--- src/rtl/mem_dump_reader_if.sv ---
`default_nettype none
// ============================================================================
// Module      : mem_dump_reader_if
// Description : Bundles the RAM byte-read handshake (MFA/MOC) and the
//               assembled-word valid/ready stream of mem_dump_reader.
//               master = reader side, slave = RAM model / word consumer side.
// Revision    : 1.0 - initial release
// ============================================================================
interface mem_dump_reader_if;
  // RAM byte-read handshake
  logic        mem_mfa;
  logic        mem_rw;
  logic [7:0]  mem_addr;
  logic [7:0]  mem_din;
  logic        mem_moc;
  // Assembled word stream
  logic        word_valid;
  logic        word_ready;
  logic [31:0] word_data;
  logic [7:0]  word_addr;

  modport master (
    output mem_mfa,
    output mem_rw,
    output mem_addr,
    input  mem_din,
    input  mem_moc,
    output word_valid,
    input  word_ready,
    output word_data,
    output word_addr
  );

  modport slave (
    input  mem_mfa,
    input  mem_rw,
    input  mem_addr,
    output mem_din,
    output mem_moc,
    input  word_valid,
    output word_ready,
    input  word_data,
    input  word_addr
  );
endinterface
`default_nettype wire

--- src/rtl/mem_dump_reader.sv ---
`default_nettype none
// ============================================================================
// Module      : mem_dump_reader
// Description : Walks a word-aligned byte-address window of the RAM, reads
//               four bytes per word over the MFA/MOC handshake, assembles a
//               big-endian 32-bit word and streams it out on valid/ready.
//               All outputs are registered; clr is asynchronous active-low.
// Revision    : 1.0 - initial release
// ============================================================================
module mem_dump_reader #(
  parameter logic [7:0] START_ADDR = 8'd0,
  parameter logic [7:0] LAST_ADDR  = 8'd248
) (
  input  wire logic         clk,
  input  wire logic         clr,
  input  wire logic         start,
  output logic              busy,
  output logic              done,
  mem_dump_reader_if.master bus
);

  localparam logic [7:0] c_WORD_STEP      = 8'd4;
  localparam logic [2:0] c_BYTES_PER_WORD = 3'd4;

  typedef enum logic [2:0] {
    S_IDLE = 3'd0,
    S_REQ  = 3'd1,
    S_GAP  = 3'd2,
    S_EMIT = 3'd3,
    S_DONE = 3'd4
  } state_t;

  state_t      r_state;
  state_t      w_state_next;
  logic [7:0]  r_base;
  logic [7:0]  w_base_next;
  logic [2:0]  r_count;
  logic [2:0]  w_count_next;
  logic [31:0] r_sreg;
  logic [31:0] w_sreg_next;
  logic [7:0]  w_addr_next;

  logic        r_busy;
  logic        r_done;
  logic        r_mfa;
  logic        r_valid;
  logic [7:0]  r_addr;

  // Next-state, window pointer, byte count and shift-register update
  always_comb begin
    w_state_next = r_state;
    w_base_next  = r_base;
    w_count_next = r_count;
    w_sreg_next  = r_sreg;
    case (r_state)
      S_IDLE: begin
        if (start) begin
          w_base_next  = START_ADDR;
          w_count_next = 3'd0;
          w_state_next = S_REQ;
        end
      end
      S_REQ: begin
        // mem_din is only meaningful while a request is completing
        if (bus.mem_moc) begin
          w_sreg_next  = {r_sreg[23:0], bus.mem_din};
          w_count_next = r_count + 3'd1;
          w_state_next = S_GAP;
        end
      end
      S_GAP: begin
        // One idle MFA cycle so the RAM sees each byte as a fresh request
        if (r_count == c_BYTES_PER_WORD) begin
          w_state_next = S_EMIT;
        end else begin
          w_state_next = S_REQ;
        end
      end
      S_EMIT: begin
        if (bus.word_ready) begin
          // Equality compare keeps a window ending at 252 from wrapping
          if (r_base == LAST_ADDR) begin
            w_state_next = S_DONE;
          end else begin
            w_base_next  = r_base + c_WORD_STEP;
            w_count_next = 3'd0;
            w_state_next = S_REQ;
          end
        end
      end
      S_DONE: begin
        w_state_next = S_IDLE;
      end
      default: begin
        w_state_next = S_IDLE;
      end
    endcase
  end

  // Byte address presented with the next request (8-bit modulo)
  assign w_addr_next = w_base_next + {6'd0, w_count_next[1:0]};

  // State register; outputs are registered from the next state so they
  // change on the same edge as the state they describe
  always_ff @(posedge clk or negedge clr) begin
    if (!clr) begin
      r_state <= S_IDLE;
      r_base  <= 8'd0;
      r_count <= 3'd0;
      r_sreg  <= 32'd0;
      r_busy  <= 1'b0;
      r_done  <= 1'b0;
      r_mfa   <= 1'b0;
      r_valid <= 1'b0;
      r_addr  <= 8'd0;
    end else begin
      r_state <= w_state_next;
      r_base  <= w_base_next;
      r_count <= w_count_next;
      r_sreg  <= w_sreg_next;
      r_busy  <= (w_state_next != S_IDLE);
      r_done  <= (w_state_next == S_DONE);
      r_mfa   <= (w_state_next == S_REQ);
      r_valid <= (w_state_next == S_EMIT);
      r_addr  <= w_addr_next;
    end
  end

  assign busy           = r_busy;
  assign done           = r_done;
  assign bus.mem_mfa    = r_mfa;
  assign bus.mem_rw     = 1'b1;
  assign bus.mem_addr   = r_addr;
  assign bus.word_valid = r_valid;
  assign bus.word_data  = r_sreg;
  assign bus.word_addr  = r_base;

endmodule
`default_nettype wire

--- src/flat_wrapper.sv ---
// flat-port wrapper written by rule: the top's interface ports become plain ports
module mem_dump_reader_flat 
#(
  parameter logic [7:0] START_ADDR = 8'd0,
  parameter logic [7:0] LAST_ADDR  = 8'd248
)
  (clk, clr, start, busy, done, bus_mem_mfa, bus_mem_rw, bus_mem_addr, bus_mem_din, bus_mem_moc, bus_word_valid, bus_word_ready, bus_word_data, bus_word_addr);
  mem_dump_reader_if bus_i ();
  input  wire logic clk;
  input  wire logic clr;
  input  wire logic start;
  output logic busy;
  output logic done;
  output wire logic [$bits(bus_i.mem_mfa)-1:0] bus_mem_mfa;
  output wire logic [$bits(bus_i.mem_rw)-1:0] bus_mem_rw;
  output wire logic [$bits(bus_i.mem_addr)-1:0] bus_mem_addr;
  input wire logic [$bits(bus_i.mem_din)-1:0] bus_mem_din;
  input wire logic [$bits(bus_i.mem_moc)-1:0] bus_mem_moc;
  output wire logic [$bits(bus_i.word_valid)-1:0] bus_word_valid;
  input wire logic [$bits(bus_i.word_ready)-1:0] bus_word_ready;
  output wire logic [$bits(bus_i.word_data)-1:0] bus_word_data;
  output wire logic [$bits(bus_i.word_addr)-1:0] bus_word_addr;
  assign bus_mem_mfa = bus_i.mem_mfa;
  assign bus_mem_rw = bus_i.mem_rw;
  assign bus_mem_addr = bus_i.mem_addr;
  assign bus_i.mem_din = bus_mem_din;
  assign bus_i.mem_moc = bus_mem_moc;
  assign bus_word_valid = bus_i.word_valid;
  assign bus_i.word_ready = bus_word_ready;
  assign bus_word_data = bus_i.word_data;
  assign bus_word_addr = bus_i.word_addr;
  mem_dump_reader #(.START_ADDR(START_ADDR), .LAST_ADDR(LAST_ADDR)) u_core (.clk(clk), .clr(clr), .start(start), .busy(busy), .done(done), .bus(bus_i));
endmodule
--- config.mk ---
export PLATFORM = sky130hd
export DESIGN_NAME = mem_dump_reader_flat
export DESIGN_NICKNAME = d
export VERILOG_FILES = /design/src/rtl/mem_dump_reader_if.sv /design/src/rtl/mem_dump_reader.sv /design/src/flat_wrapper.sv
export SDC_FILE = /design/constraint.sdc
export NUM_CORES = 1
export LEC_CHECK = 0
export ABC_AREA = 1
export ABC_CLOCK_PERIOD_IN_PS = 4370
export CORE_MARGIN = 3
export CORE_UTILIZATION = 50
export CTS_CLUSTER_SIZE = 10
export DETAILED_ROUTE_END_ITERATION = 7
export GPL_TIMING_DRIVEN = 0
export PLACE_DENSITY = 0.81
export REMOVE_ABC_BUFFERS = 1
export SYNTH_ARGS = -nofsm -noshare
export SYNTH_HDL_FRONTEND = slang
export SYNTH_SLANG_ARGS = --single-unit
--- constraint.sdc ---
create_clock -name clk -period 4.37 [get_ports clk]
set_input_delay 0.437 -clock clk [delete_from_list [all_inputs] [get_ports clk]]
set_output_delay 0.437 -clock clk [all_outputs]
set_load 0.01 [all_outputs]
==> impl_metrics.tcl <==
set metrics [dict create \
    status "complete, no violations" \
    grt_pass1_wl_um 9660 \
    drc 0 \
    crit_type "reg2reg" \
    slew_headroom_pct 52.9 \
    ys_seq_area_share_pct 54.5 \
    syn_inst 297 \
    vdd_ir_drop_max_v 0.000366 \
    grtUsageTotal_pct 20.1 \
    insertion_delay_ns 0.33 \
    place_congestion 0.740 \
    crit_chain "nor2_1 -> nand2_1 -> nor2_4 -> inv_2 -> o21ai_1 -> ha_1 -> inv_1 -> fa_1 -> inv_1 -> nand3_1 -> nor2_2 -> nand2_1 -> nand2_1 -> nand2_1" \
    n_antenna_cell 0 \
    power_per_cell_area_mw_per_mm2 681 \
    finalHoldViolCount 0 \
    worst-path-buf-inv 3 \
    fin_crit_sh_pct 76.9 \
    cp.arrival_ns 3.59 \
    tritoncts "built" \
    nets 385 \
    io_buffers 64 \
    max_freq_ghz 0.297 \
    cpPeakStageDelay_ns 0.56 \
    ys_types 30 \
    reg2reg_from "u_core.r_state[2]$_DFF_PN0_" \
    die-height_um 79.0 \
    top_level_ports 66 \
    cts.repair.resized 0 \
    required_ns 4.60 \
    crit_path_end_kind "flop" \
    antenna_found_initial 0 \
    grt_overflow 0 \
    synthToLayoutAreaGrowth_pct 34.3 \
    first_pass_iters 4 \
    slowest_stage "nor2_4" \
    slew_violations 0 \
    clk_pin_slew_worst_paths_ns 0.06 \
    clkSinkCount 58 \
    gr-usage-met1_pct 25.3 \
    path_delay_family "simple AND/OR/NAND/NOR gates" \
    ctsHoldBuffers 0 \
    tns_ns 0 \
    placed_cells 421 \
    max-cap-violations 0 \
    grt_max_degree 35 \
    cts_setup_buffers 0 \
    coreArea_sq_mm 0.00494 \
    ant_nets 0 \
    initial_core_util_pct 53.8 \
    avgSynthCellArea_sq_um 8.96 \
    synth_seq_cells 58 \
    drive_gt1_share_pct 11.7 \
    routed-via-count 2145 \
    hold_ws_ns 0.0987 \
    netlist_area_sq_mm 0.00266 \
    wirelength_um 5710 \
    setup_viol 0 \
    cts_buffers 9 \
    worst_slew_pin_slew_ns 0.704 \
    wl_per_cell_um 13.1 \
    utilization_pct 72.3 \
    cts_htree_levels 3 \
    fin_total_pwr_uw 2430 \
    use_met3_pct 4.08 \
    fp.dieW_um 79.0 \
    clock_path_buffers 2 \
    worstPathMaxFanout 34 \
    top_usage_layer "met2" \
    place_hpwl_um 4080 \
    finClkSkew_ns 0.00608 \
    crit_start "u_core.r_state[2]$_DFF_PN0_" \
    die_area_sq_mm 0.00623 \
    timing.critical_path.mode_cell "nand2_1" \
    hold_path.class "in2async" \
    via_per_inst 4.92 \
    nFillCells 390 \
    p_leak_uw 0.00178 \
    ys_warn_count 0 \
    rsz0062_at_grt "no" \
    clock-root-buffer "clkbuf_8" \
    first_global_vias 2128 \
    std_cell_rows 25 \
    stdcell_count 436 \
    worst_setup_path_start_kind "flop" \
    drt-initial-drc-count 105 \
    final.min_clock_period_ns 3.36 \
    gr-usage-met2_pct 33.1 \
]
==> cells in the mapped netlist (all sizes together) <==
cell,n,area (sq um)
nand3,15,92.6
dfrtp,58,1450
conb,1,3.75
nor2,20,121
nand2,110,465
xor2,1,8.76
fa,1,20.0
nand4,4,25.0
ha,6,75.1
o211ai,1,7.51
buf,8,45.0
a21oi,6,37.5
inv,40,153
a22oi,1,7.51
o21ai,22,121
o41ai,1,8.76
xnor2,2,17.5
==> cell type report <==
cell class	instances	area, sq um	area share (%)
Tap cell	67	83.8	2.35
Timing Repair Buffer	65	656	18.3
Clock buffer	13	159	4.45
Inverter	40	153	4.27
Multi-Input combinational cell	191	1010	28.3
Clock inverter	2	60.1	1.68
Sequential cell	58	1450	40.6
==> per-layer routing <==
metal  up-vias  part of all wire, %
met5         -                    0
met4         0                  1.3
met3         8                  5.3
met2        70                   50
met1      1013                   44
li1       1054                    -
==> flip-flops by register name (all words and copies together), names as in the netlist <==
register               flops
u_core.busy                1
u_core.bus.word_valid      1
u_core.done                1
u_core.bus.mem_addr        8
u_core.bus.word_data      32
u_core.bus.mem_mfa         1
u_core.r_count             3
u_core.bus.word_addr       8
u_core.r_state             3
==> path summary, 6_finish.rpt <==
| kind | to | slack (ns) | depth (start not counted) |
|---|---|---|---|
| min in group clk | u_core.bus.word_data[25]$_DFFE_PN0P_ | 0.47 | 2 |
| max in group asynchronous | u_core.bus.mem_addr[6]$_DFF_PN0_ | 3.70 | 2 |
| max reg2reg | u_core.bus.mem_addr[6]$_DFF_PN0_ | 1.01 | 14 |
| max | u_core.bus.mem_addr[6]$_DFF_PN0_ | 1.01 | 14 |
| min reg2reg | u_core.bus.word_data[25]$_DFFE_PN0P_ | 0.47 | 2 |
| min | u_core.bus.word_data[31]$_DFFE_PN0P_ | 0.1 | 1 |
==> cells in the final DEF (no fill, tap or decap), drive strengths merged, types with 4 or more instances in the layout <==
master and instances:
clkbuf 13, dfrtp 58, nor2 20, nand4 4
clkdlybuf4s50 63, nand2 110, ha 6, a21oi 6
inv 40, nand3 15, o21ai 22
==> power breakdown <==
group / internal [uW] / total, uW / leakage, uW / switching, uW
Sequential: 738 / 877 / 0.000753 / 139
Combinational: 473 / 1010 / 0.000915 / 533
Clock: 350 / 551 / 0.000110 / 201
==> metrics by stage <==
stage / area (sq um) / worst slack (ns)
floorplan: 2620 / 1.62
global placement: 3340 / 0.800
detailed placement: 3360 / 0.787
CTS: 3570 / 0.985
global route: 3570 / 0.648
finish: 3570 / 1.01
==> cells by family (layout without fill, tap and decap cells) <==
group           count (synthesis)  after routing  share of synthesized area [%]
xor+xnor                        3              3                          0.987
compound gates                 31             31                           6.86
fa+ha+maj                       7              7                           3.57
buf+inv                        48            120                           7.43
other cells                     1              1                          0.141
flops                          58             58                           54.5
simple gates                  149            149                           26.5
Power figures use the tool's default switching activity.
